**src/rtl/vend_pkg.sv**
```systemverilog
// Shared types and constants for the vending checkout controller.
// Coin one-hot codes match the money-input stage's type codes.
package vend_pkg;

    typedef enum logic [2:0] {
        S_IDLE   = 3'd0,
        S_CHECK  = 3'd1,
        S_VEND   = 3'd2,
        S_CHANGE = 3'd3,
        S_DONE   = 3'd4,
        S_FAIL   = 3'd5
    } state_t;

    localparam int unsigned DEN_500  = 500;
    localparam int unsigned DEN_1000 = 1000;
    localparam int unsigned DEN_2000 = 2000;
    localparam int unsigned DEN_5000 = 5000;

    localparam logic [3:0] COIN_NONE = 4'b0000;
    localparam logic [3:0] COIN_500  = 4'b0001;
    localparam logic [3:0] COIN_1000 = 4'b0010;
    localparam logic [3:0] COIN_2000 = 4'b0100;
    localparam logic [3:0] COIN_5000 = 4'b1000;

    localparam logic [1:0] ERR_NONE   = 2'b00;
    localparam logic [1:0] ERR_CREDIT = 2'b01;
    localparam logic [1:0] ERR_SHORT  = 2'b10;

    function automatic int unsigned coin_value(input logic [3:0] coin);
        int unsigned v;
        v = 0;
        case (coin)
            COIN_500:  v = DEN_500;
            COIN_1000: v = DEN_1000;
            COIN_2000: v = DEN_2000;
            COIN_5000: v = DEN_5000;
            default:   v = 0;
        endcase
        return v;
    endfunction

endpackage

```
**src/rtl/vend_controller_if.sv**
```systemverilog
// Bundle between the checkout controller and its neighbour stages.
// master drives requests and stock; slave is the controller.
interface vend_controller_if #(
    parameter int VAL_W = 16,
    parameter int CNT_W = 8
);
    logic [VAL_W-1:0] credit;
    logic [VAL_W-1:0] price;
    logic [2:0]       sel;
    logic             buy;
    logic             cancel;
    logic [CNT_W-1:0] stock_500;
    logic [CNT_W-1:0] stock_1000;
    logic [CNT_W-1:0] stock_2000;
    logic [CNT_W-1:0] stock_5000;
    logic             busy;
    logic             vend;
    logic [2:0]       vend_addr;
    logic [3:0]       coin_out;
    logic             credit_clr;
    logic [1:0]       err;
    logic [VAL_W-1:0] change_owed;

    modport master (
        output credit, price, sel, buy, cancel,
        output stock_500, stock_1000, stock_2000, stock_5000,
        input  busy, vend, vend_addr, coin_out,
        input  credit_clr, err, change_owed
    );

    modport slave (
        input  credit, price, sel, buy, cancel,
        input  stock_500, stock_1000, stock_2000, stock_5000,
        output busy, vend, vend_addr, coin_out,
        output credit_clr, err, change_owed
    );

endinterface

```
**src/rtl/change_picker.sv**
```systemverilog
// Picks the largest in-stock denomination not exceeding the remainder.
// Returns a one-hot coin code, or zero when nothing fits.
module change_picker
    import vend_pkg::*;
#(
    parameter int VAL_W = 16,
    parameter int CNT_W = 8
) (
    input  logic [VAL_W-1:0]      remainder,
    input  logic [3:0][CNT_W-1:0] cnt,
    output logic [3:0]            pick
);

    always_comb begin
        pick = COIN_NONE;
        if (remainder >= VAL_W'(DEN_5000) && cnt[3] != '0)
            pick = COIN_5000;
        else if (remainder >= VAL_W'(DEN_2000) && cnt[2] != '0)
            pick = COIN_2000;
        else if (remainder >= VAL_W'(DEN_1000) && cnt[1] != '0)
            pick = COIN_1000;
        else if (remainder >= VAL_W'(DEN_500) && cnt[0] != '0)
            pick = COIN_500;
    end

endmodule

```
**src/rtl/vend_controller.sv**
```systemverilog
// Checkout controller: checks credit, vends, pays change coin by coin.
// Pulses are registered; stock is snapshotted when a request is accepted.
module vend_controller
    import vend_pkg::*;
#(
    parameter int VAL_W = 16,
    parameter int CNT_W = 8
) (
    input  logic clock,
    input  logic reset,
    vend_controller_if.slave bus
);

    state_t state, state_n;

    logic [VAL_W-1:0]      rem, rem_n;
    logic [VAL_W-1:0]      prc, prc_n;
    logic [VAL_W-1:0]      owed, owed_n;
    logic [2:0]            addr, addr_n;
    logic [3:0][CNT_W-1:0] cnt, cnt_n, stock;
    logic [1:0]            err, err_n;
    logic [3:0]            pick, coin, coin_n;
    logic                  vend, clr;

    assign stock = {bus.stock_5000, bus.stock_2000,
                    bus.stock_1000, bus.stock_500};

    change_picker #(
        .VAL_W (VAL_W),
        .CNT_W (CNT_W)
    ) u_pick (
        .remainder (rem),
        .cnt       (cnt),
        .pick      (pick)
    );

    always_comb begin
        state_n = state;
        rem_n   = rem;
        prc_n   = prc;
        owed_n  = owed;
        addr_n  = addr;
        cnt_n   = cnt;
        err_n   = err;
        coin_n  = COIN_NONE;
        unique case (state)
            S_IDLE: begin
                // cancel takes priority over a simultaneous buy
                if (bus.cancel) begin
                    state_n = S_CHANGE;
                    rem_n   = bus.credit;
                    cnt_n   = stock;
                    err_n   = ERR_NONE;
                    owed_n  = '0;
                end else if (bus.buy) begin
                    state_n = S_CHECK;
                    rem_n   = bus.credit;
                    prc_n   = bus.price;
                    addr_n  = bus.sel;
                    cnt_n   = stock;
                    err_n   = ERR_NONE;
                    owed_n  = '0;
                end
            end
            S_CHECK: begin
                if (rem < prc) begin
                    state_n = S_FAIL;
                    err_n   = ERR_CREDIT;
                end else begin
                    state_n = S_VEND;
                    rem_n   = rem - prc;
                end
            end
            S_FAIL: state_n = S_IDLE;
            S_VEND: state_n = S_CHANGE;
            S_CHANGE: begin
                if (rem == '0) begin
                    state_n = S_DONE;
                end else if (pick != COIN_NONE) begin
                    coin_n = pick;
                    rem_n  = rem - VAL_W'(coin_value(pick));
                    for (int i = 0; i < 4; i++)
                        if (pick[i]) cnt_n[i] = cnt[i] - CNT_W'(1);
                end else begin
                    state_n = S_DONE;
                    err_n   = ERR_SHORT;
                    owed_n  = rem;
                end
            end
            S_DONE:  state_n = S_IDLE;
            default: state_n = S_IDLE;
        endcase
    end

    always_ff @(posedge clock) begin
        if (!reset) begin
            state <= S_IDLE;
            rem   <= '0;
            prc   <= '0;
            owed  <= '0;
            addr  <= '0;
            cnt   <= '0;
            err   <= ERR_NONE;
            coin  <= COIN_NONE;
            vend  <= 1'b0;
            clr   <= 1'b0;
        end else begin
            state <= state_n;
            rem   <= rem_n;
            prc   <= prc_n;
            owed  <= owed_n;
            addr  <= addr_n;
            cnt   <= cnt_n;
            err   <= err_n;
            coin  <= coin_n;
            vend  <= (state_n == S_VEND);
            clr   <= (state_n == S_DONE);
        end
    end

    assign bus.busy        = (state != S_IDLE);
    assign bus.vend        = vend;
    assign bus.vend_addr   = addr;
    assign bus.coin_out    = coin;
    assign bus.credit_clr  = clr;
    assign bus.err         = err;
    assign bus.change_owed = owed;

endmodule

```
**src/flat_wrapper.sv**
```systemverilog
// flat-port wrapper written by rule: the top's interface ports become plain ports
module vend_controller_flat import vend_pkg::*;
#(
    parameter int VAL_W = 16,
    parameter int CNT_W = 8
)
  (clock, reset, bus_credit, bus_price, bus_sel, bus_buy, bus_cancel, bus_stock_500, bus_stock_1000, bus_stock_2000, bus_stock_5000, bus_busy, bus_vend, bus_vend_addr, bus_coin_out, bus_credit_clr, bus_err, bus_change_owed);
  vend_controller_if #(.VAL_W(VAL_W), .CNT_W(CNT_W)) bus_i ();
  input  logic clock;
  input  logic reset;
  input wire logic [$bits(bus_i.credit)-1:0] bus_credit;
  input wire logic [$bits(bus_i.price)-1:0] bus_price;
  input wire logic [$bits(bus_i.sel)-1:0] bus_sel;
  input wire logic [$bits(bus_i.buy)-1:0] bus_buy;
  input wire logic [$bits(bus_i.cancel)-1:0] bus_cancel;
  input wire logic [$bits(bus_i.stock_500)-1:0] bus_stock_500;
  input wire logic [$bits(bus_i.stock_1000)-1:0] bus_stock_1000;
  input wire logic [$bits(bus_i.stock_2000)-1:0] bus_stock_2000;
  input wire logic [$bits(bus_i.stock_5000)-1:0] bus_stock_5000;
  output wire logic [$bits(bus_i.busy)-1:0] bus_busy;
  output wire logic [$bits(bus_i.vend)-1:0] bus_vend;
  output wire logic [$bits(bus_i.vend_addr)-1:0] bus_vend_addr;
  output wire logic [$bits(bus_i.coin_out)-1:0] bus_coin_out;
  output wire logic [$bits(bus_i.credit_clr)-1:0] bus_credit_clr;
  output wire logic [$bits(bus_i.err)-1:0] bus_err;
  output wire logic [$bits(bus_i.change_owed)-1:0] bus_change_owed;
  assign bus_i.credit = bus_credit;
  assign bus_i.price = bus_price;
  assign bus_i.sel = bus_sel;
  assign bus_i.buy = bus_buy;
  assign bus_i.cancel = bus_cancel;
  assign bus_i.stock_500 = bus_stock_500;
  assign bus_i.stock_1000 = bus_stock_1000;
  assign bus_i.stock_2000 = bus_stock_2000;
  assign bus_i.stock_5000 = bus_stock_5000;
  assign bus_busy = bus_i.busy;
  assign bus_vend = bus_i.vend;
  assign bus_vend_addr = bus_i.vend_addr;
  assign bus_coin_out = bus_i.coin_out;
  assign bus_credit_clr = bus_i.credit_clr;
  assign bus_err = bus_i.err;
  assign bus_change_owed = bus_i.change_owed;
  vend_controller #(.VAL_W(VAL_W), .CNT_W(CNT_W)) u_core (.clock(clock), .reset(reset), .bus(bus_i));
endmodule
```
**config.mk**
```make
export PLATFORM = sky130hd
export DESIGN_NAME = vend_controller_flat
export DESIGN_NICKNAME = d
export VERILOG_FILES = /design/src/rtl/vend_pkg.sv /design/src/rtl/vend_controller_if.sv /design/src/rtl/change_picker.sv /design/src/rtl/vend_controller.sv /design/src/flat_wrapper.sv
export SDC_FILE = /design/constraint.sdc
export NUM_CORES = 1
export LEC_CHECK = 0
export CAP_MARGIN = 20
export CELL_PAD_IN_SITES_DETAIL_PLACEMENT = 0
export CELL_PAD_IN_SITES_GLOBAL_PLACEMENT = 1
export CORE_ASPECT_RATIO = 0.8
export CORE_MARGIN = 1.5
export CORE_UTILIZATION = 41
export CTS_BUF_LIST = sky130_fd_sc_hd__clkbuf_8
export DETAILED_ROUTE_END_ITERATION = 8
export MAX_ROUTING_LAYER = met4
export PLACE_DENSITY_LB_ADDON = 0.1
export SYNTH_ARGS = -nofsm -noshare
export SYNTH_HDL_FRONTEND = slang
export SYNTH_SLANG_ARGS = --single-unit
```
**constraint.sdc**
```tcl
create_clock -name clock -period 4.9 [get_ports clock]
set_clock_uncertainty 0.2 [all_clocks]
set_input_delay 0.98 -clock clock [delete_from_list [all_inputs] [get_ports clock]]
set_output_delay 0.98 -clock clock [all_outputs]
set_load 0.05 [all_outputs]
```
# Word level (Yosys, flattened, before mapping)
# Cells that the tools add are included.
# totals
out_inout_bits	28
wordCells	110
regBits	94
# classes
n_reduce_logical	23
n_lt_le_gt_ge	5
add_sub_neg	6
n_eq_ne	19
bitwise_logic	4
muxes	40
# ops
operator	count
2-to-1 mux 16 bit	12
2-to-1 mux 32 bit	4
one-hot mux 32 bit (2 select lines)	1
one-hot mux 13 bit (4 select lines)	1
one-hot mux 16 bit (3 select lines)	1
2-to-1 mux 8 bit	4
one-hot mux 16 bit (2 select lines)	1
nonzero test 8 bit	4
subtractor 16 bit	2
subtractor 8 x 1 -> 8 bit, second input constant	4
AND reduction 5 bit	6
2-to-1 mux 3 bit	6
>= comparator 16 x 10 -> 1 bit, second input constant	1
>= comparator 16 x 11 -> 1 bit, second input constant	1
>= comparator 16 x 13 -> 1 bit, second input constant	1
>= comparator 16 x 9 -> 1 bit, second input constant	1
zero test 16 bit	1
< comparator 16 bit	1
2-to-1 mux 2 bit	6
!= test 2 x 1 -> 1 bit, second input constant	6
one-hot mux 3 bit (4 select lines)	1
equality test 3 x 2 -> 1 bit, second input constant	3
!= test 2 bit, second input constant	3
one-hot mux 2 bit (3 select lines)	1
18 further kinds	25

# Longest topological paths before layout
# Gate-level depths: netlist of the first run.
# logic_depth
word_depth	15
ltp_mapped	19
ltp_nobuf	19

# By module
# Synthesis of the first run repeated with hierarchy kept, for this count alone.
# hier_totals
hier_cells	845
area_unflattened_um2	6192.2
# by_module_without_submodules
module	instances	area_each_um2	cells_each
vend_controller	1	5973.2	811
change_picker	1	219.0	34

# Worst setup path before layout of the first run
# No wires, ideal clock.
# synth_timing
path_kind	reg2reg
from	reg u_core.cnt[8] (netlist bit)
to	reg u_core.rem[14]
path_stages_with_launch	20
required_ns	4.630
synth_period_minus_slack_ns	4.230
arrival_ns	3.960
n_path_buf	0
path_slack_ns	0.670
path_cell_list	dfxtp_1 -> inv_1 -> ha_1 -> or3b_1 -> or4_1 -> o22a_2 -> nor3_2 -> nand2_1 -> inv_1 -> ha_1 -> inv_1 -> fa_1 -> nand3_1 -> a21boi_0 -> o41ai_1 -> o221ai_1 -> xor2_1 -> nand2_1 -> o211ai_1 -> a21oi_1
# synth_between
elab_chain_cells	14
word_cells_on_any_way	20
# synth_lines
item	line_no	source
start: declaration	vend_controller.sv:20	logic [3:0][CNT_W-1:0] cnt, cnt_n, stock;
start signal: assignment	vend_controller.sv:113	cnt <= cnt_n;
nonzero test 8 bit (*)	change_picker.sv:20	else if (remainder >= VAL_W'(DEN_1000) && cnt[1] != '0)
logical AND 1 bit (*)	change_picker.sv:20	
2-to-1 mux 2 bit (*)	change_picker.sv:20	
2-to-1 mux 3 bit (*)	change_picker.sv:18	else if (remainder >= VAL_W'(DEN_2000) && cnt[2] != '0)
2-to-1 mux 4 bit (*)	change_picker.sv:16	if (remainder >= VAL_W'(DEN_5000) && cnt[3] != '0)
equality test 4 bit (tied with other cells)	vend_pkg.sv:32	case (coin)
one-hot mux 13 bit (4 select lines)	vend_pkg.sv:32	
2-to-1 mux 16 bit	vend_controller.sv:79	end else if (pick != COIN_NONE) begin
2-to-1 mux 16 bit	vend_controller.sv:77	if (rem == '0) begin
2-to-1 mux 16 bit	vend_controller.sv:46	unique case (state)
subtractor 16 bit	vend_controller.sv:81	rem_n = rem - VAL_W'(coin_value(pick));
2-to-1 mux 16 bit	vend_controller.sv:79	
2-to-1 mux 16 bit	vend_controller.sv:77	
one-hot mux 16 bit (3 select lines)	vend_controller.sv:46	
end signal: assignment	vend_controller.sv:109	rem <= rem_n;
end: declaration	vend_controller.sv:16	logic [VAL_W-1:0] rem, rem_n;
# Mark *: on every way between the ends. The rest lies on a longest branch, timed or not. The select of a mux whose other input is x is not followed.
# A chain may end at the register's enable or synchronous reset.

# Worst setup path after layout of the first run
# Ends and elaborated chain as after synthesis.

==> results of run 1 <==
worst max-delay path, stage by stage (launching register included):
cell and delay (ps):
dfxtp_1 350, inv_1 60, ha_1 170, or3b_1 420, or4_1 450, o22a_2 280
nor3_2 230, nand2_1 210, inv_2 160, ha_1 180, inv_1 50, fa_1 400
nand3_1 140, a21boi_0 150, o41ai_1 290, buf_4 180, o221ai_1 130, xor2_1 170
nand2_1 80, o211ai_1 80, a21oi_1 130
sequential cells by signal (all words and copies together), names as in the netlist:
| signal | flops |
|---|---|
| u_core.cnt | 32 |
| u_core.rem | 16 |
| u_core.prc | 16 |
| u_core.bus.change_owed | 16 |
| u_core.bus.err | 2 |
| u_core.bus.credit_clr | 1 |
| u_core.bus.vend_addr | 3 |
| u_core.bus.coin_out | 4 |
| u_core.state | 3 |
| u_core.bus.vend | 1 |
worst paths after layout:
check,to,from,depth (start not counted)
min reg2reg,u_core.bus.vend_addr[2]$_SDFFE_PN0P_,u_core.bus.vend_addr[2]$_SDFFE_PN0P_,2
max reg2reg,u_core.rem[14]$_SDFFE_PN0P_,u_core.cnt[8]$_SDFFE_PN0P_,20
min,u_core.bus.vend_addr[2]$_SDFFE_PN0P_,u_core.bus.vend_addr[2]$_SDFFE_PN0P_,2
max,u_core.rem[14]$_SDFFE_PN0P_,u_core.cnt[8]$_SDFFE_PN0P_,20
where the power goes:
part | switching (mW) | internal, mW
Clock | 0.316 | 0.208
Sequential | 0.213 | 0.978
Combinational | 2.39 | 1.50
per-stage QoR:
step	cells	instance area, µm²	power, mW	util [%]
2_1_floorplan	781	5969	4.133	-
3_3_place_gp	1039	7122	5.015	49.98
3_5_place_dp	1039	7122	5.068	49.98
4_1_cts	1055	7313	5.613	51.33
5_1_grt	1057	7336	6.134	51.48
6_report	1057	7336	5.609	51.48
cell type report:
cell class | instances | area (µm²) | share of cell area (%)
inverter | 37 | 138.9 | 1.893
antenna | 1 | 2.502 | 0.03411
clock inverter | 6 | 53.80 | 0.7334
sequential | 94 | 1882 | 25.65
timing repair buffer | 114 | 1114 | 15.18
tap | 184 | 230.2 | 3.138
clock buffer | 10 | 137.6 | 1.876
multi-input combinational | 611 | 3777 | 51.49
cell usage in the layout (no fill, tap or decap), drive strengths merged, types with 5 or more instances in the layout:
cell type / count
o21ai: 29
inv: 40
o21a: 5
o32ai: 6
o31ai: 15
o41ai: 5
nand3: 31
clkdlybuf4s50: 98
nor4: 5
a21oi: 107
buf: 16
and3: 8
clkbuf: 10
a21o: 7
nand4: 6
a31oi: 7
a211oi: 23
dfxtp: 94
nor2: 70
xor2: 7
nor3: 28
nand2: 109
xnor2: 12
o211ai: 18
o22ai: 5
nand2b: 9
ha: 33
or3: 6
or4: 8
routing by layer:
layer | part of all wire (%) | wire length, µm
met1 | 51 | 9482
met2 | 42 | 7753
met3 | 5.1 | 939
met4 | 1.5 | 285
met5 | 0 | 0
repair_timing:
item / CTS / global route
resized for setup: 0 / 1
buffers inserted: 0 / 0
setup endpoints to repair: 0 / 2
kinds of logic (layout without fill, tap and decap cells):
group / after synthesis / after routing / synth area share, %
and+or+nand+nor: 299 / 299 / 24.02
AOI/OAI and AO/OA: 254 / 254 / 28.17
DFF: 94 / 94 / 31.52
buffers and inverters: 76 / 167 / 5.240
adders and majority gates: 35 / 35 / 7.588
xor gates and xnor gates: 19 / 19 / 2.788
muxes: 4 / 4 / 0.6707
other: 0 / 1 / 0
==> flow_summary.ini, run 1 <==
[critical_path]
crit_type = flop to flop
cp.arrival_ps = 4690
crit_required_ps = 5020
cp_max_fo = 6
endpoint_kind = flop
r2r_slack_ps = 330
start_kind = flop

[timing]
holdWs_ps = 256.4
fin_crit_sh_pct = 93.27
setup_tns_ps = 0
fmax_mhz = 218.8
slew_viol_final = 0
slew_headroom_pct = 42.59
fin_crit_ps = 4570
tightestPinTransition_ps = 858.6
rsz0062_at_grt = no
layout_setup_ws_ps = 329.6
hold_viol = 0
setup_violations = 0

[clock_tree]
clock_path_buffers = 2
cts_htree_levels = 3
postCtsHoldBufs = 0
cts.sink_count = 94
cts_inserted_buffers = 9
root_buffer = clkbuf_8
clk_transition_reported_paths_ps = 100
cts_tree = done
clk_latency_ps = 390

[pwr]
power_density_mw_per_mm2 = 764.7
vdd_drop_max_v = 0.0003570
p_leak_nw = 2.708

[place]
post-place-ws_ps = 318.0
io_buffers = 98
gp_congestion = 0.9286
hpwl_um = 13700

[yosys]
async_flop_share_pct = 0
synth-main-ff-cell = dfxtp_1
synth.area.top_cells = dfxtp_1, a21oi_1, ha_1
ys_warn_count = 0
yosysMostFrequentCell = nand2_1
syn-num-nets = 887
syn-mean-instance-area_um2 = 7.643
netlist.area_leader.share_pct = 31.52
synthCells = 781
netlist_area_mm2 = 0.005969
synth_edf_count = 0
ys_ff_latch = 94
synth-seq-area-share_pct = 31.52
synth_cell_types = 73
synth_top_cell_by_area = dfxtp_1
synth_common_cells = nand2_1, a21oi_1, dfxtp_1, nor2_1, inv_1

[floorplan]
die_h_um = 110.9
fp.dieW_um = 137.9
initial_core_util_pct = 41.89
rows = 39
dieArea_mm2 = 0.01530
coreArea_mm2 = 0.01425
ioPinCount = 99

[global_route]
grtUsageMet2_pct = 35.36
globalRouteMet1Util_pct = 36.90
grt_overflow_total = 0
antenna_found_initial = 1
grt_max_degree = 72
met3_usage_pct = 5.807
busiest_layer = met1
grt_pass1_vias = 5688
track_usage_pct = 25.46
grt_pass1_wl_um = 29770

[routing]
vias_per_cell = 5.673
drc = 0
postRouteAntennaNets = 0
first_iter_violations = 363
vias = 5996
drt-total-wl_um = 18460
first_pass_iters = 5
wl_per_cell_um = 17.46

[layout]
fin_nets = 973
layout-drive-gt1-share_pct = 7.569
area_growth_pct = 22.89
fillers = 1401

[hold_path]
hold_class = flop to flop

[status]
status = finished, final reports clean

[job]
cap_violations = 0
Note: power is estimated with default switching activity, not from simulation.
==> run 2: changes to the inputs <==
SKIP_LAST_GASP = 1   (was default)
==> results of run 2 <==
The final DEF is identical to that of run 1; final timing and power are the same.
